<file path="config.mk">
export PLATFORM = sky130hd
export DESIGN_NAME = imm_bus_sequencer
export DESIGN_NICKNAME = d
export VERILOG_FILES = /design/src/rtl/imm_bus_sequencer_pkg.sv /design/src/rtl/imm_bus_sequencer_busy_watchdog.sv /design/src/rtl/imm_bus_sequencer.sv
export SDC_FILE = /design/constraint.sdc
export NUM_CORES = 1
export LEC_CHECK = 0
export CAP_MARGIN = 20
export CORE_ASPECT_RATIO = 1.4
export CORE_MARGIN = 5
export CORE_UTILIZATION = 53
export CTS_BUF_LIST = sky130_fd_sc_hd__clkbuf_4
export CTS_CLUSTER_SIZE = 40
export DETAILED_ROUTE_END_ITERATION = 7
export GPL_ROUTABILITY_DRIVEN = 0
export PLACE_DENSITY = 0.93
export SETUP_SLACK_MARGIN = 0.4
export SLEW_MARGIN = 20
export SYNTH_ARGS = -nofsm -noshare
export SYNTH_HDL_FRONTEND = slang
export SYNTH_SLANG_ARGS = --single-unit
export TNS_END_PERCENT = 20
</file>
<file path="constraint.sdc">
create_clock -name clk -period 3 [get_ports clk]
set_clock_uncertainty 0.1 [all_clocks]
set_input_delay 0.6 -clock clk [delete_from_list [all_inputs] [get_ports clk]]
set_output_delay 0.6 -clock clk [all_outputs]
set_load 0.05 [all_outputs]
</file>
<file path="src/rtl/imm_bus_sequencer_pkg.sv">
// rtl/imm_bus_sequencer_pkg.sv - shared states, opcodes and field codes for the bus sequencer
package imm_bus_sequencer_pkg;

  typedef enum logic [4:0] {
    ST_IDLE,
    ST_F0, ST_F1, ST_F2, ST_F3, ST_D,
    ST_I0, ST_I1, ST_I2,
    ST_L0, ST_L1, ST_L2, ST_L3,
    ST_S0, ST_S1, ST_S2, ST_S3,
    ST_B0, ST_B1, ST_B2, ST_B3, ST_B4, ST_B5,
    ST_J0, ST_J1, ST_J2, ST_J3,
    ST_DONE,
    ST_ERR
  } state_t;

  localparam logic [6:0] OP_ALUI   = 7'b0010011;
  localparam logic [6:0] OP_LOAD   = 7'b0000011;
  localparam logic [6:0] OP_STORE  = 7'b0100011;
  localparam logic [6:0] OP_BRANCH = 7'b1100011;
  localparam logic [6:0] OP_JAL    = 7'b1101111;

  localparam logic [1:0] IMM_I = 2'd0;
  localparam logic [1:0] IMM_S = 2'd1;
  localparam logic [1:0] IMM_B = 2'd2;
  localparam logic [1:0] IMM_J = 2'd3;

  localparam logic [2:0] ALU_ADD   = 3'd0;
  localparam logic [2:0] ALU_SUB   = 3'd1;
  localparam logic [2:0] ALU_INC4  = 3'd2;
  localparam logic [2:0] ALU_ADDM4 = 3'd3;
  localparam logic [2:0] ALU_FUNC  = 3'd4;

  localparam logic [1:0] REG_RS1 = 2'd0;
  localparam logic [1:0] REG_RS2 = 2'd1;
  localparam logic [1:0] REG_RD  = 2'd2;

  // States that wait on the memory and are therefore guarded by the watchdog.
  function automatic logic is_mem_state(input state_t s);
    return (s == ST_F1) || (s == ST_L3) || (s == ST_S3);
  endfunction

endpackage

</file>
<file path="src/rtl/imm_bus_sequencer_busy_watchdog.sv">
// rtl/imm_bus_sequencer_busy_watchdog.sv - counts consecutive mem_busy cycles in a memory state
module busy_watchdog #(
  parameter int BUSY_TIMEOUT = 255
) (
  input  logic clk,
  input  logic rst,
  input  logic active,
  input  logic busy,
  output logic expired
);

  localparam int W = $clog2(BUSY_TIMEOUT + 2);

  logic [W-1:0] count;

  // Memory states are never back to back, so clearing while inactive is a clear on entry.
  always_ff @(posedge clk or posedge rst) begin
    if (rst) begin
      count <= '0;
    end else if (!active) begin
      count <= '0;
    end else if (busy && !expired) begin
      count <= count + 1'b1;
    end
  end

  assign expired = active && busy && (count == W'(BUSY_TIMEOUT));

endmodule

</file>
<file path="src/rtl/imm_bus_sequencer.sv">
// rtl/imm_bus_sequencer.sv - hardwired Moore control FSM for the bus-based RISC-V datapath
module imm_bus_sequencer
  import imm_bus_sequencer_pkg::*;
#(
  parameter int BUSY_TIMEOUT = 255,
  parameter int CNT_W        = 32
) (
  input  logic             clk,
  input  logic             rst,
  input  logic             run,
  input  logic [6:0]       opcode,
  input  logic             mem_busy,
  input  logic             br_cond,
  output logic [1:0]       imm_sel,
  output logic             imm_en,
  output logic             pc_en,
  output logic             alu_en,
  output logic             reg_en,
  output logic [1:0]       reg_sel,
  output logic             reg_wr,
  output logic             pc_ld,
  output logic             ir_ld,
  output logic             a_ld,
  output logic             b_ld,
  output logic             ma_ld,
  output logic [2:0]       alu_op,
  output logic             mem_en,
  output logic             mem_wr,
  output logic             illegal,
  output logic             timeout,
  output logic [CNT_W-1:0] instret
);

  state_t state, next;
  logic   expired;

  busy_watchdog #(.BUSY_TIMEOUT(BUSY_TIMEOUT)) u_watchdog (
    .clk     (clk),
    .rst     (rst),
    .active  (is_mem_state(state)),
    .busy    (mem_busy),
    .expired (expired)
  );

  always_ff @(posedge clk or posedge rst) begin
    if (rst) begin
      state <= ST_IDLE;
    end else begin
      state <= next;
    end
  end

  always_comb begin
    next = state;
    case (state)
      ST_IDLE: if (run) next = ST_F0;
      ST_F0:   next = ST_F1;
      ST_F1: begin
        if (expired)        next = ST_ERR;
        else if (!mem_busy) next = ST_F2;
      end
      ST_F2:   next = ST_F3;
      ST_F3:   next = ST_D;
      ST_D: begin
        case (opcode)
          OP_ALUI:   next = ST_I0;
          OP_LOAD:   next = ST_L0;
          OP_STORE:  next = ST_S0;
          OP_BRANCH: next = ST_B0;
          OP_JAL:    next = ST_J0;
          default:   next = ST_ERR;
        endcase
      end
      ST_I0:   next = ST_I1;
      ST_I1:   next = ST_I2;
      ST_I2:   next = ST_DONE;
      ST_L0:   next = ST_L1;
      ST_L1:   next = ST_L2;
      ST_L2:   next = ST_L3;
      ST_S0:   next = ST_S1;
      ST_S1:   next = ST_S2;
      ST_S2:   next = ST_S3;
      ST_L3, ST_S3: begin
        if (expired)        next = ST_ERR;
        else if (!mem_busy) next = ST_DONE;
      end
      ST_B0:   next = ST_B1;
      ST_B1:   next = ST_B2;
      ST_B2:   next = br_cond ? ST_B3 : ST_DONE;
      ST_B3:   next = ST_B4;
      ST_B4:   next = ST_B5;
      ST_B5:   next = ST_DONE;
      ST_J0:   next = ST_J1;
      ST_J1:   next = ST_J2;
      ST_J2:   next = ST_J3;
      ST_J3:   next = ST_DONE;
      ST_DONE: next = run ? ST_F0 : ST_IDLE;
      ST_ERR:  next = ST_ERR;
      default: next = ST_IDLE;
    endcase
  end

  always_comb begin
    imm_sel = IMM_I;
    imm_en  = 1'b0;
    pc_en   = 1'b0;
    alu_en  = 1'b0;
    reg_en  = 1'b0;
    reg_sel = REG_RS1;
    reg_wr  = 1'b0;
    pc_ld   = 1'b0;
    ir_ld   = 1'b0;
    a_ld    = 1'b0;
    b_ld    = 1'b0;
    ma_ld   = 1'b0;
    alu_op  = ALU_ADD;
    mem_en  = 1'b0;
    mem_wr  = 1'b0;
    case (state)
      ST_F0: begin pc_en = 1'b1; ma_ld = 1'b1; end
      ST_F1: begin mem_en = 1'b1; ir_ld = 1'b1; end
      ST_F2, ST_B3, ST_J1: begin pc_en = 1'b1; a_ld = 1'b1; end
      ST_F3: begin alu_en = 1'b1; alu_op = ALU_INC4; pc_ld = 1'b1; end
      ST_I0, ST_L0, ST_S0, ST_B0: begin reg_en = 1'b1; reg_sel = REG_RS1; a_ld = 1'b1; end
      ST_I1, ST_L1: begin imm_sel = IMM_I; imm_en = 1'b1; b_ld = 1'b1; end
      ST_I2: begin alu_en = 1'b1; alu_op = ALU_FUNC; reg_sel = REG_RD; reg_wr = 1'b1; end
      ST_L2, ST_S2: begin alu_en = 1'b1; alu_op = ALU_ADD; ma_ld = 1'b1; end
      ST_L3: begin mem_en = 1'b1; reg_sel = REG_RD; reg_wr = 1'b1; end
      ST_S1: begin imm_sel = IMM_S; imm_en = 1'b1; b_ld = 1'b1; end
      // Store data comes from rs2 while the memory is written, so the memory does not drive.
      ST_S3: begin reg_en = 1'b1; reg_sel = REG_RS2; mem_en = 1'b1; mem_wr = 1'b1; end
      ST_B1: begin reg_en = 1'b1; reg_sel = REG_RS2; b_ld = 1'b1; end
      ST_B2: alu_op = ALU_SUB;
      ST_B4: begin imm_sel = IMM_B; imm_en = 1'b1; b_ld = 1'b1; end
      ST_B5, ST_J3: begin alu_en = 1'b1; alu_op = ALU_ADDM4; pc_ld = 1'b1; end
      ST_J0: begin pc_en = 1'b1; reg_sel = REG_RD; reg_wr = 1'b1; end
      ST_J2: begin imm_sel = IMM_J; imm_en = 1'b1; b_ld = 1'b1; end
      default: ;
    endcase
  end

  always_ff @(posedge clk or posedge rst) begin
    if (rst) begin
      instret <= '0;
      illegal <= 1'b0;
      timeout <= 1'b0;
    end else begin
      if (state == ST_DONE)                  instret <= instret + 1'b1;
      if (state == ST_D && next == ST_ERR)   illegal <= 1'b1;
      if (expired)                           timeout <= 1'b1;
    end
  end

  a_one_bus_driver: assert property (@(posedge clk) disable iff (rst)
    $onehot0({imm_en, pc_en, alu_en, reg_en, mem_en & ~mem_wr}));

endmodule

</file>
==> metrics.yaml <==
rr_worst_depth: 8
drt_wl_total_um: 8420
synth_top_area_share: 0.401
synthesis.instances: 341
clock-root-buffer: "clkbuf_4"
drt_iter0_drc: 209
synth_warnings: 0
avgSynthCellArea_um2: 8.78
register_area_um2: 1210
hold_viol: 0
cp-end-kind: "output pin"
grt_max_degree: 27
r2r_end: "state[3]"
drcViolationCount: 0
place_hpwl_um: 6030
max_freq_ghz: 0.383
setup_viol: 0
core_um2: 5490
hold_class: "flop to flop"
cts_max_path_buffers: 2
synth_enable_flop_cells: 0
antenna_found_initial: 0
required_ps: 2300
cts_sinks: 48
powerDensity_nw_per_um2: 867
async_reset_ff_frac: 1.00
r2r-start: "u_watchdog.count[0]"
h-tree-depth: 2
holdWs_ps: 384
multiInputGateArea_um2: 1700
slew_headroom: 0.544
io_buffers: 64
yosysTopAreaCell: "dfrtp_1"
post-route-util: 0.734
place_area_um2: 3820
grt_setup_unrepaired: "yes"
globalRouteOverflowTotal: 0
vias_per_cell: 6.04
maxCapViolations: 0
layout.nets: 436
wl_per_cell_um: 17.2
crit_fanout: 12
first_global_vias: 2933
synth_nets: 356
numCtsBuffers: 5
clock_latency_ps: 370
synth_seq_cells: 48
power_mw: 3.49
io_pins: 65
ir_worst_vdd_v: 0.000806
worstMarginPinSlew_ps: 677
status: "finished, final reports clean"
crit_path_start: "state[3]"
leakagePower_nw: 1.70
grt_first_pass_wirelength_um: 13500
holdCritStartpoint: "instret[31]"
synth_cell_types: 55
ctsHoldBuffers: 0
syn_to_final_growth_pct: 34.6
drt_pass1_iterations: 5
ant_nets: 0
crit_type: "flop to output pin"
finalSetupTns_ps: 0
r2r_slack_ps: 660
cp_data_arrival_time_ps: 1910
cts_tree: "built"
fin_crit_sh: 0.871
synth-main-ff-cell: "dfrtp_1"
vias: 2961
initial_core_util: 0.546
synth_area_um2: 2990
grt_usage: 0.231
diodes: 0
clkTransAtPathRegs_ps: 130
drv_slew: 0
num-fill-cells: 391
yosysSeqAreaShare: 0.401
endpoint: "b_ld"
die_h_um: 98.9
synth_area_leaders: "dfrtp_1 (40%), xnor2_1 (7.0%), xor2_1 (4.4%)"
worst_setup_path_start_kind: "flop"
finalInstanceArea_um2: 4030
die_x_um: 73.5
dieArea_um2: 7270
std_cell_rows: 32
final.min_clock_period_ps: 2610
layout-drive-gt1-share: 0.187
==> synth_stat cells, types with 3 or more instances <==
master,n
buf_1,3
a21o_1,3
or3_1,4
o22ai_1,3
nand2_1,32
nand4_1,13
ha_1,3
buf_2,4
o21ai_0,11
o21ai_1,6
and3_1,7
inv_1,13
clkbuf_1,8
o2111ai_1,4
nand3_1,19
nor2_1,33
nor2b_1,4
nand2b_1,9
inv_2,4
xnor2_1,24
nor3_1,12
a21oi_1,15
dfrtp_1,48
xor2_1,15
nor4_1,3
==> registers in the layout, indices dropped and copies added, names as in the netlist <==
| name | flops |
|---|---|
| instret | 32 |
| u_watchdog.count | 9 |
| timeout | 1 |
| illegal | 1 |
| state | 5 |
==> per-stage QoR <==
step / worst slack [ps] / cells
6_report: 387 / 490
5_1_grt: 308 / 490
4_1_cts: 308 / 481
3_5_place_dp: 392 / 468
3_3_place_gp: 463 / 468
2_1_floorplan: 131 / 341
==> repair_timing <==
| item | in CTS | in global routing |
|---|---|---|
| setup endpoints to repair | 16 | 12 |
| gates resized for setup | 8 | 6 |
| setup buffers | 5 | 9 |
==> report_power, final <==
part / switching [mW] / leakage [nW] / internal (mW) / total [mW]
clock: 0.196 / 0.0338 / 0.109 / 0.305
combinational: 1.38 / 1.02 / 0.900 / 2.28
sequential: 0.178 / 0.648 / 0.733 / 0.911
==> how the worst min path moves through the flow <==
| stage | slack [ps] | depth (start not counted) | endpoint |
|---|---|---|---|
| finish | 380 | 1 | instret[31] |
| global placement | 360 | 1 | instret[31] |
| global route | 410 | 1 | instret[31] |
| floorplan | 400 | 2 | u_watchdog.count[7] |
| CTS | 390 | 1 | instret[31] |
| detailed placement | 370 | 1 | illegal |
==> placed cells by master, fill, tap and decap left out, drive strengths merged, types with 3 or more instances in the layout <==
cell and count:
nand2 32, ha 3, clkbuf 7, or3 4, xor2 15, o21ai 17
dfrtp 48, nor2 33, nor4 6, clkdlybuf4s50 45, o2111ai 4, a21o 3
a21oi 15, nand2b 9, nor2b 4, and3 7, buf 44, o22ai 3
xnor2 24, inv 16, nand4 14, nor3 14, nand3 20
==> cell type report <==
cell class | count | share of cell area
clock buffer | 7 | 0.0130
sequential | 48 | 0.301
multi-input combinational | 260 | 0.422
clock inverter | 1 | 0.000932
tap | 68 | 0.0211
timing repair buffer | 89 | 0.225
inverter | 17 | 0.0168
==> critical path: stages (launching register included) <==
cell	delay, ps
dfrtp_4	580
nand2b_1	200
or2_1	260
a21oi_1	180
o21ai_1	80
nand2_1	120
buf_12	150
==> routing by layer <==
layer	wire length (um)	share of wire	vias to the layer above	GRT usage
li1	-	-	1381	-
met3	602	0.072	31	0.0286
met5	0	0	-	0
met1	2990	0.36	1402	0.268
met2	4540	0.54	147	0.403
met4	286	0.034	0	0.119
==> kinds of logic (layout without fill, tap and decap cells) <==
group,after synthesis,count (layout),synth area share
DFF,48,48,0.401
buffers and inverters,33,114,0.0443
muxes,2,2,0.00711
and+or+nand+nor,149,149,0.266
adders and majority gates,3,3,0.0125
xor gates and xnor gates,39,39,0.114
AOI/OAI and AO/OA,67,67,0.155
Note: power is estimated with default switching activity, not from simulation.
